File: config.mk
export PLATFORM = sky130hd
export DESIGN_NAME = decode
export DESIGN_NICKNAME = d
export VERILOG_FILES = /design/src/rtl/decode_pkg.sv /design/src/rtl/decode_imm_gen.sv /design/src/rtl/decode.sv
export SDC_FILE = /design/constraint.sdc
export NUM_CORES = 1
export LEC_CHECK = 0
export CAP_MARGIN = 20
export CORE_MARGIN = 2
export CORE_UTILIZATION = 34
export CTS_CLUSTER_SIZE = 14
export DETAILED_ROUTE_END_ITERATION = 16
export HOLD_SLACK_MARGIN = 0.08
export MAX_ROUTING_LAYER = met4
export PLACE_DENSITY = 0.75
export SYNTH_ARGS = -nofsm -noshare
export SYNTH_HDL_FRONTEND = slang
export SYNTH_SLANG_ARGS = --single-unit
File: constraint.sdc
create_clock -name clk -period 2 [get_ports clk]
set_input_delay 0.4 -clock clk [delete_from_list [all_inputs] [get_ports clk]]
set_output_delay 0.4 -clock clk [all_outputs]
set_load 0.005 [all_outputs]
File: src/rtl/decode_pkg.sv
// Shared RV32I decode definitions: opcode constants, the NOP instruction word
// used as the decode register's idle value, and the immediate-format enum with
// the helpers that classify an opcode.
package decode_pkg;

   localparam logic [31:0] NOP_IR_DEFAULT = 32'h00000013;  // addi x0,x0,0

   localparam logic [6:0] OP_LOAD     = 7'h03;
   localparam logic [6:0] OP_MISC_MEM = 7'h0F;
   localparam logic [6:0] OP_IMM      = 7'h13;
   localparam logic [6:0] OP_AUIPC    = 7'h17;
   localparam logic [6:0] OP_STORE    = 7'h23;
   localparam logic [6:0] OP_REG      = 7'h33;
   localparam logic [6:0] OP_LUI      = 7'h37;
   localparam logic [6:0] OP_BRANCH   = 7'h63;
   localparam logic [6:0] OP_JALR     = 7'h67;
   localparam logic [6:0] OP_JAL      = 7'h6F;
   localparam logic [6:0] OP_SYSTEM   = 7'h73;

   typedef enum logic [2:0] {
      FMT_NONE,
      FMT_I,
      FMT_S,
      FMT_B,
      FMT_U,
      FMT_J
   } imm_fmt_e;

   // Immediate layout carried by each opcode; anything else has no immediate.
   function automatic imm_fmt_e imm_fmt_of(input logic [6:0] op);
      imm_fmt_e fmt;
      case (op)
         OP_LOAD, OP_IMM, OP_JALR, OP_SYSTEM: fmt = FMT_I;
         OP_STORE:                            fmt = FMT_S;
         OP_BRANCH:                           fmt = FMT_B;
         OP_LUI, OP_AUIPC:                    fmt = FMT_U;
         OP_JAL:                              fmt = FMT_J;
         default:                             fmt = FMT_NONE;
      endcase
      return fmt;
   endfunction

   // True for the base-ISA major opcodes; the two low bits must be 2'b11,
   // which every listed opcode already carries.
   function automatic logic is_rv32i(input logic [6:0] op);
      logic ok;
      case (op)
         OP_LOAD, OP_MISC_MEM, OP_IMM, OP_AUIPC, OP_STORE, OP_REG,
         OP_LUI, OP_BRANCH, OP_JALR, OP_JAL, OP_SYSTEM: ok = 1'b1;
         default:                                       ok = 1'b0;
      endcase
      return ok && (op[1:0] == 2'b11);
   endfunction

endpackage

File: src/rtl/decode_imm_gen.sv
// Combinational RV32I immediate generator: picks the immediate layout from the
// opcode and sign-extends from IR[31]; opcodes without an immediate give 0.
module decode_imm_gen
   import decode_pkg::*;
(
   input  logic [31:0] ir,
   output logic [31:0] imm
);

   logic signed [31:0] imm_s;

   // Reassemble the scattered immediate fields for the instruction's format.
   always_comb begin
      imm_s = '0;
      case (imm_fmt_of(ir[6:0]))
         FMT_I:   imm_s = {{20{ir[31]}}, ir[31:20]};
         FMT_S:   imm_s = {{20{ir[31]}}, ir[31:25], ir[11:7]};
         FMT_B:   imm_s = {{19{ir[31]}}, ir[31], ir[7], ir[30:25], ir[11:8], 1'b0};
         FMT_U:   imm_s = {ir[31:12], 12'b0};
         FMT_J:   imm_s = {{11{ir[31]}}, ir[31], ir[19:12], ir[20], ir[30:21], 1'b0};
         default: imm_s = '0;
      endcase
   end

   assign imm = imm_s;

endmodule

File: src/rtl/decode.sv
// Decode stage: one registered instruction slot between fetch and execute with
// a valid/ready handshake, flush and stall, plus field/immediate/legality
// decode taken from the registered instruction only.
// Build option: define DECODE_SKID_BUF_EN for a two-entry skid buffer with a
// registered r_out; otherwise a single entry whose r_out depends on r_in.
module decode
   import decode_pkg::*;
#(
   parameter logic [31:0] NOP_IR = NOP_IR_DEFAULT
) (
   input  logic        clk,
   input  logic        rst,
   input  logic [31:0] PC_in,
   input  logic [31:0] IR_in,
   input  logic        v_in,
   output logic        r_out,
   input  logic        flush,
   input  logic        stall,
   input  logic        r_in,
   output logic        v_out,
   output logic [31:0] PC_out,
   output logic [31:0] IR_out,
   output logic [4:0]  rd,
   output logic [4:0]  rs1,
   output logic [4:0]  rs2,
   output logic [6:0]  opcode,
   output logic [2:0]  funct3,
   output logic [6:0]  funct7,
   output logic [31:0] imm,
   output logic        illegal
);

   logic        vld_p0;
   logic [31:0] pc_p0;
   logic [31:0] ir_p0;
   logic        vld_p0_nxt;
   logic [31:0] pc_p0_nxt;
   logic [31:0] ir_p0_nxt;
   logic        in_xfer;
   logic        out_xfer;

   // stall hides the held entry and blocks input, so neither side transfers
   assign v_out    = vld_p0 && !stall;
   assign in_xfer  = v_in && r_out;
   assign out_xfer = v_out && r_in;

`ifdef DECODE_SKID_BUF_EN
   logic        vld_sk;
   logic [31:0] pc_sk;
   logic [31:0] ir_sk;
   logic        vld_sk_nxt;
   logic [31:0] pc_sk_nxt;
   logic [31:0] ir_sk_nxt;
   logic        rdy_q;

   // upstream sees a registered ready: room exists whenever the skid is empty
   assign r_out = rdy_q && !stall;

   // Next main/skid contents: flush empties both, the skid refills main as
   // soon as main drains, and input overflows into the skid when blocked.
   always_comb begin
      vld_p0_nxt = vld_p0;
      pc_p0_nxt  = pc_p0;
      ir_p0_nxt  = ir_p0;
      vld_sk_nxt = vld_sk;
      pc_sk_nxt  = pc_sk;
      ir_sk_nxt  = ir_sk;
      if (flush) begin
         vld_p0_nxt = 1'b0;
         ir_p0_nxt  = NOP_IR;
         vld_sk_nxt = 1'b0;
      end else if (!stall) begin
         if (vld_sk) begin
            if (out_xfer) begin
               pc_p0_nxt  = pc_sk;
               ir_p0_nxt  = ir_sk;
               vld_sk_nxt = 1'b0;
            end
         end else if (in_xfer) begin
            if (!vld_p0 || out_xfer) begin
               vld_p0_nxt = 1'b1;
               pc_p0_nxt  = PC_in;
               ir_p0_nxt  = IR_in;
            end else begin
               vld_sk_nxt = 1'b1;
               pc_sk_nxt  = PC_in;
               ir_sk_nxt  = IR_in;
            end
         end else if (out_xfer) begin
            vld_p0_nxt = 1'b0;
         end
      end
   end

   // ---- stage p0 register: main entry, skid entry and registered ready ----
   always_ff @(posedge clk) begin
      if (rst) begin
         vld_p0 <= 1'b0;
         pc_p0  <= '0;
         ir_p0  <= NOP_IR;
         vld_sk <= 1'b0;
         rdy_q  <= 1'b1;
      end else begin
         vld_p0 <= vld_p0_nxt;
         pc_p0  <= pc_p0_nxt;
         ir_p0  <= ir_p0_nxt;
         vld_sk <= vld_sk_nxt;
         rdy_q  <= !vld_sk_nxt;
      end
   end

   // Skid payload needs no reset; it is only read while vld_sk is set.
   always_ff @(posedge clk) begin
      pc_sk <= pc_sk_nxt;
      ir_sk <= ir_sk_nxt;
   end
`else
   // ready when empty, or when the held entry leaves this same edge
   assign r_out = (!vld_p0 || r_in) && !stall;

   // Next single-entry contents: flush invalidates, a load replaces whatever
   // leaves in the same edge, a lone output transfer empties the slot.
   always_comb begin
      vld_p0_nxt = vld_p0;
      pc_p0_nxt  = pc_p0;
      ir_p0_nxt  = ir_p0;
      if (flush) begin
         vld_p0_nxt = 1'b0;
         ir_p0_nxt  = NOP_IR;
      end else if (!stall) begin
         if (in_xfer) begin
            vld_p0_nxt = 1'b1;
            pc_p0_nxt  = PC_in;
            ir_p0_nxt  = IR_in;
         end else if (out_xfer) begin
            vld_p0_nxt = 1'b0;
         end
      end
   end

   // ---- stage p0 register: the single decode entry ----
   always_ff @(posedge clk) begin
      if (rst) begin
         vld_p0 <= 1'b0;
         pc_p0  <= '0;
         ir_p0  <= NOP_IR;
      end else begin
         vld_p0 <= vld_p0_nxt;
         pc_p0  <= pc_p0_nxt;
         ir_p0  <= ir_p0_nxt;
      end
   end
`endif

   assign PC_out  = pc_p0;
   assign IR_out  = ir_p0;
   assign rd      = ir_p0[11:7];
   assign rs1     = ir_p0[19:15];
   assign rs2     = ir_p0[24:20];
   assign opcode  = ir_p0[6:0];
   assign funct3  = ir_p0[14:12];
   assign funct7  = ir_p0[31:25];
   assign illegal = !is_rv32i(ir_p0[6:0]);

   decode_imm_gen u_imm_gen (
      .ir  (ir_p0),
      .imm (imm)
   );

endmodule

* Yosys cells after proc, flatten, opt, wreduce, memory -nomap -nowiden *
Cells that the tools add are included.

word-level totals
  bits in registers = 65
  input bits = 70

cells by class
  equality and inequality tests = 17
  bitwise operators = 2
  multiplexer cells = 5
  reduce and logical (&&, ||, !) cells = 17

operators with widths
  kind                                                                    count
  32-bit one-hot mux with 5 select lines                                  1
  7-bit equality test (second input constant)                             4
  7-bit by 6-bit equality test with 1-bit output (second input constant)  3
  3-bit one-hot mux with 5 select lines                                   1
  7-bit by 5-bit equality test with 1-bit output (second input constant)  2
  11-bit OR reduction                                                     1
  7-bit by 2-bit equality test with 1-bit output (second input constant)  1
  7-bit by 4-bit equality test with 1-bit output (second input constant)  1
  3-bit by 2-bit equality test with 1-bit output (second input constant)  2
  3-bit equality test (second input constant)                             2
  1-bit logical AND                                                       5
  2-bit AND reduction                                                     2
  2-bit OR reduction                                                      2
  4-bit OR reduction                                                      1
  3-bit by 1-bit equality test with 1-bit output (second input constant)  1
  1-bit zero test                                                         3
  1-bit two-way mux                                                       3
  3-bit AND reduction                                                     1
  2-bit equality test (second input constant)                             1
  1-bit NOT                                                               2
  2-bit nonzero test                                                      1
  1-bit logical OR                                                        1

* Depth between registers and ports, before layout *
  depth after elaboration = 6
  depth in mapped cells = 6
  depth with buffers taken out = 4

* Modules after synthesis *
From an unflattened synthesis, not the netlist that was laid out.

second synthesis, totals
  cells, all modules = 422
  area, all modules = 3550.9 µm²

by module, submodules not included
  module          sequential area each (µm²)  cells an instance  instances  area an instance (µm²)
  decode          1301.2                      351                1          3046.7
  decode_imm_gen  0.0                         71                 1          504.2

* Least setup slack after synthesis *
OpenSTA, ideal clock, no wires.

  path type = register to output
  start = register ir_p0[6], in the netlist IR_out[6]
  end = output imm[31]
  buffers on the path = 1
  setup slack = 0.253 ns
  cell stages (with the launch flop) = 6
  arrival = 1.347 ns
  required time = 1.600 ns
  cell sequence = dfxtp_1 > buf_2 > inv_1 > or3_4 > a211oi_2 > o31a_1

between the ends
  cells in the longest elaborated chain, start to end = 5
  elaborated cells on any way between the ends = 18

ends and longest elaborated chain
  item                                                                          line                  text
  start, declared                                                               decode.sv:35          logic [31:0] ir_p0;
  start signal, assigned                                                        decode.sv:150         ir_p0 <= ir_p0_nxt;
  7-bit by 2-bit equality test with 1-bit output, or another cell as far along  decode_pkg.sv:32      case (op)
  4-bit OR reduction / 2-bit OR reduction (equally long branches)               decode_pkg.sv:32
  3-bit one-hot mux with 5 select lines (*)                                     decode_pkg.sv:32
  3-bit equality test, or another cell as far along                             decode_imm_gen.sv:15  case (imm_fmt_of(ir[6:0]))
  32-bit one-hot mux with 5 select lines (*)                                    decode_imm_gen.sv:15
  end, declared                                                                 decode.sv:29          output logic [31:0] imm,

Every way passes the cells marked *; elsewhere a longest branch is shown, timed or not.

* Worst setup path in the final report *
  start = register ir_p0[6], in the netlist IR_out[6]
  end = output imm[0]

Same word-level chain as after synthesis.

==> impl_results.md <==
- Number of warnings reported in the yosys synthesis log: 0
- Setup repair after global routing missed its margin: yes
- Final hold violation count: 0
- Number of standard cells after synthesis: 335
- Sort of element at the end of the critical path: primary output
- Filler cells: around 750
- Transition at the pin with the smallest max-transition slack: 0.642 ns
- Reg power frac: between 40% and 50%
- Share of synthesized registers carrying an async set or reset: 0%
- Sum of internal, switching and leakage power: 3.19 mW
- Initial antenna violation count: 0
- Vias in the first global route: 3371
- Internal power component: roughly 2.4 mW
- M2 GR Usage: roughly 38%
- Antenna viol nets, final: 0
- Combinational cell fraction of total power: 18.8%
- X dimension of the die: 101 um
- Number of cells in the finished layout apart from fillers: 675
- Final Core Density: 64.2%
- Post-layout min period: 2.30 ns
- Worst skew pair latency: 0.33 ns
- Top FF cell, synth: sky130_fd_sc_hd__dfxtp_1
- Violations in the final reports: setup timing
- Most common cell after layout, fill and taps aside: sky130_fd_sc_hd__clkdlybuf4s50_1
- Data required time of the critical path: ~1.6 ns
- Ratio of cells with drive above 1 in the final layout: 29.6%
- Synthesized area per cell: 9.51 sq um
- Initial cell density of the core: 34.8%
- # DRC: 0
- Final-report setup violation count: 33
- Cell Area, Placed: 5270 sq um
- Ports placed on the boundary: 201
- Cell at the root of the clock tree: sky130_fd_sc_hd__clkbuf_8
- Total standard cell area after synthesis: between 3000 and 4000 sq um
- Critical Path Max Stage Delay: 0.42 ns
- Core Rows: 35
- Leading cell types in the layout, fill and taps excluded: 165 x sky130_fd_sc_hd__clkdlybuf4s50_1, 67 x sky130_fd_sc_hd__mux2i_1, 65 x sky130_fd_sc_hd__nor2_1
- Relative slew slack: 57.2%
- Number of buffers between clock root and the deepest sink: 2
- Average detailed-routed wire length per instance: between 15 and 20 um
- Proportion of power drawn by the clock network: between 30% and 40%
- Via count: ~3300
- Worst hold-check path type: reg -> reg
- Highest-delay cell along the critical path: sky130_fd_sc_hd__or3_4
- Floorplan die area: between 10000 and 15000 sq um
- Leakage component of the power: 2.47 nW
- Maximum fanout encountered on the critical timing path: 6
- Fmax: 0.435 GHz
- Via count normalized by instance count: 4.87
- Nets in the synthesized netlist: 405
- Maximum capacitance violations: 0
- Finished Cell Area: between 5000 and 6000 sq um
- Startpoint types: register
- Busiest grt layer: met2
- Global routing usage on met1: approximately a quarter
- Flip-flop and latch area: 1320 sq um
- Final period utilization: 115%
- Count of different cell masters after synthesis: 40
- CTS Buf Count: 9
- Path type of the worst setup path: reg -> out
- Antenna diode instance count: 0
- List of cells traversed by the critical path: buf_6, inv_4, or3_4, a211oi_4, buf_4, a32o_1, buf_2
- Placer congestion estimate: just under 1
- Port bufs: 200
- Layout-stage area growth over the synthesis result: 84.4%
- Core Footprint: 9150 sq um
- Maximum VDD drop: ~0.44 mV
- Post-Route WL: 11000 um
- HPWL after DPL: 7650 um
- Switching Power: 0.776 mW
- Sinks on Clock Net: 65
- Flop and latch count out of synthesis: 65
- Part of the Yosys area used for sequential elements: 40.9%
- Height of the die: 101 um
- H-Tree Depth: 3
- Data arrival time of the critical path: 1.90 ns
- Post-route worst setup slack: -0.297 ns
- # nets final: 629
- Net Sw Frac: 24.4%
- Initial DRC Count: 88
- Power density over cell area: 542 nW/um^2
- Combined area of the multi-input logic cells: 1690 sq um
- Status: complete, but fails checks
- Clock-pin slew on the worst setup and hold paths: roughly 0.080 ns
- Number of pins with negative max-slew slack in the final report: 0
- Number of flops mapped to enable cells by yosys: 0
- Post-Route Setup TNS: -6.98 ns
- GRT Overall Usage: 22.2%
- CTS tree: built
- Count of placed standard cells including taps: 629
- Largest net degree at the start of global routing: 34
- Wire length of the first global-routing pass: 17200 um
- Total congestion overflow after global routing: 0
- Final worst clock skew: a little under 0.006 ns
- Global-route met3 utilization: around 4.7%
- Iteration count of the initial detailed-routing pass: 6
flip-flops by register name, summed over array words and instances, names as in the netlist:
| register | count |
|---|---|
| vld_p0 | 1 |
| IR_out | 32 |
| PC_out | 32 |
final timing paths:
kind	startpoint	endpoint	slack (ns)	cells after the start
worst min register to register	PC_out[31]$_SDFFE_PP0P_	PC_out[31]$_SDFFE_PP0P_	0.50	2
worst min-delay path	PC_out[31]$_SDFFE_PP0P_	PC_out[31]$_SDFFE_PP0P_	0.50	2
worst max-delay path	IR_out[6]$_SDFFE_PP0P_	imm[0]	-0.30	7
worst max register to register	vld_p0$_SDFFE_PP0P_	IR_out[5]$_SDFFE_PP0P_	0.56	5
worst max-delay path, delay by kind of cell (launching register included):
family          cells  cell delay [ns]
buf+inv             4             0.41
compound gates      2             0.33
flops               1             0.41
simple gates        1             0.42
cell type report:
class | instances | area share [%]
clock inverter | 7 | 1.60
inverter | 3 | 0.277
clock buffer | 9 | 2.11
tap | 111 | 2.36
sequential | 65 | 22.5
timing repair buffer | 265 | 42.3
multi-input combinational | 215 | 28.8
cell usage after synthesis (2+ instances only):
library cell	n	area share, %
sky130_fd_sc_hd__a21o_1	8	1.9
sky130_fd_sc_hd__a21oi_1	2	0.31
sky130_fd_sc_hd__a22o_1	4	1.1
sky130_fd_sc_hd__buf_2	5	0.79
sky130_fd_sc_hd__buf_4	35	8.3
sky130_fd_sc_hd__buf_6	4	1.4
sky130_fd_sc_hd__clkbuf_1	8	0.94
sky130_fd_sc_hd__dfxtp_1	65	41
sky130_fd_sc_hd__inv_1	2	0.24
sky130_fd_sc_hd__mux2i_1	67	21
sky130_fd_sc_hd__nand2_1	16	1.9
sky130_fd_sc_hd__nand2b_1	3	0.59
sky130_fd_sc_hd__nand3_1	2	0.31
sky130_fd_sc_hd__nor2_1	66	7.8
sky130_fd_sc_hd__nor2b_1	3	0.59
sky130_fd_sc_hd__nor3b_2	7	2.8
sky130_fd_sc_hd__o21ai_0	14	2.2
sky130_fd_sc_hd__o22ai_1	2	0.39
cell families after synthesis:
logic type / synth area share (%)
flops: 40.9
simple gates: 17.1
buf+inv: 11.7
mux: 21.1
compound gates: 9.27
layer usage:
metal,vias up,part of all wire [%],wire [um]
li1,1557,-,-
met1,1565,40,4440
met2,145,51,5580
met3,20,7.0,764
met4,0,1.9,205
met5,-,0,0
through the flow:
| stage | setup slack [ns] | hold slack [ns] |
|---|---|---|
| after floorplan | 0.253 | 0.476 |
| after global placement | -0.226 | 0.471 |
| after detailed placement | -0.325 | 0.485 |
| after CTS | -0.321 | 0.502 |
| after global routing | -0.363 | 0.525 |
| final | -0.297 | 0.496 |
power by group through the flow:
stage | clock network, mW | logic (mW) | registers [mW]
4_1_cts | 1.26 | 0.583 | 1.36
3_3_place_gp | 0 | 0.517 | 1.39
2_1_floorplan | 0 | 0.208 | 1.39
5_1_grt | 1.34 | 0.642 | 1.36
6_report | 1.23 | 0.599 | 1.36
3_5_place_dp | 0 | 0.526 | 1.39
timing repair:
action,4_1_cts,5_1_grt
endpoints found under the setup margin,34,34
hold buffers,0,0
hold endpoints to repair,0,0
cloned,1,0
setup buffers,25,9
gates resized for setup,198,28
pin swaps,30,10
Note: power is estimated with default switching activity, not from simulation.
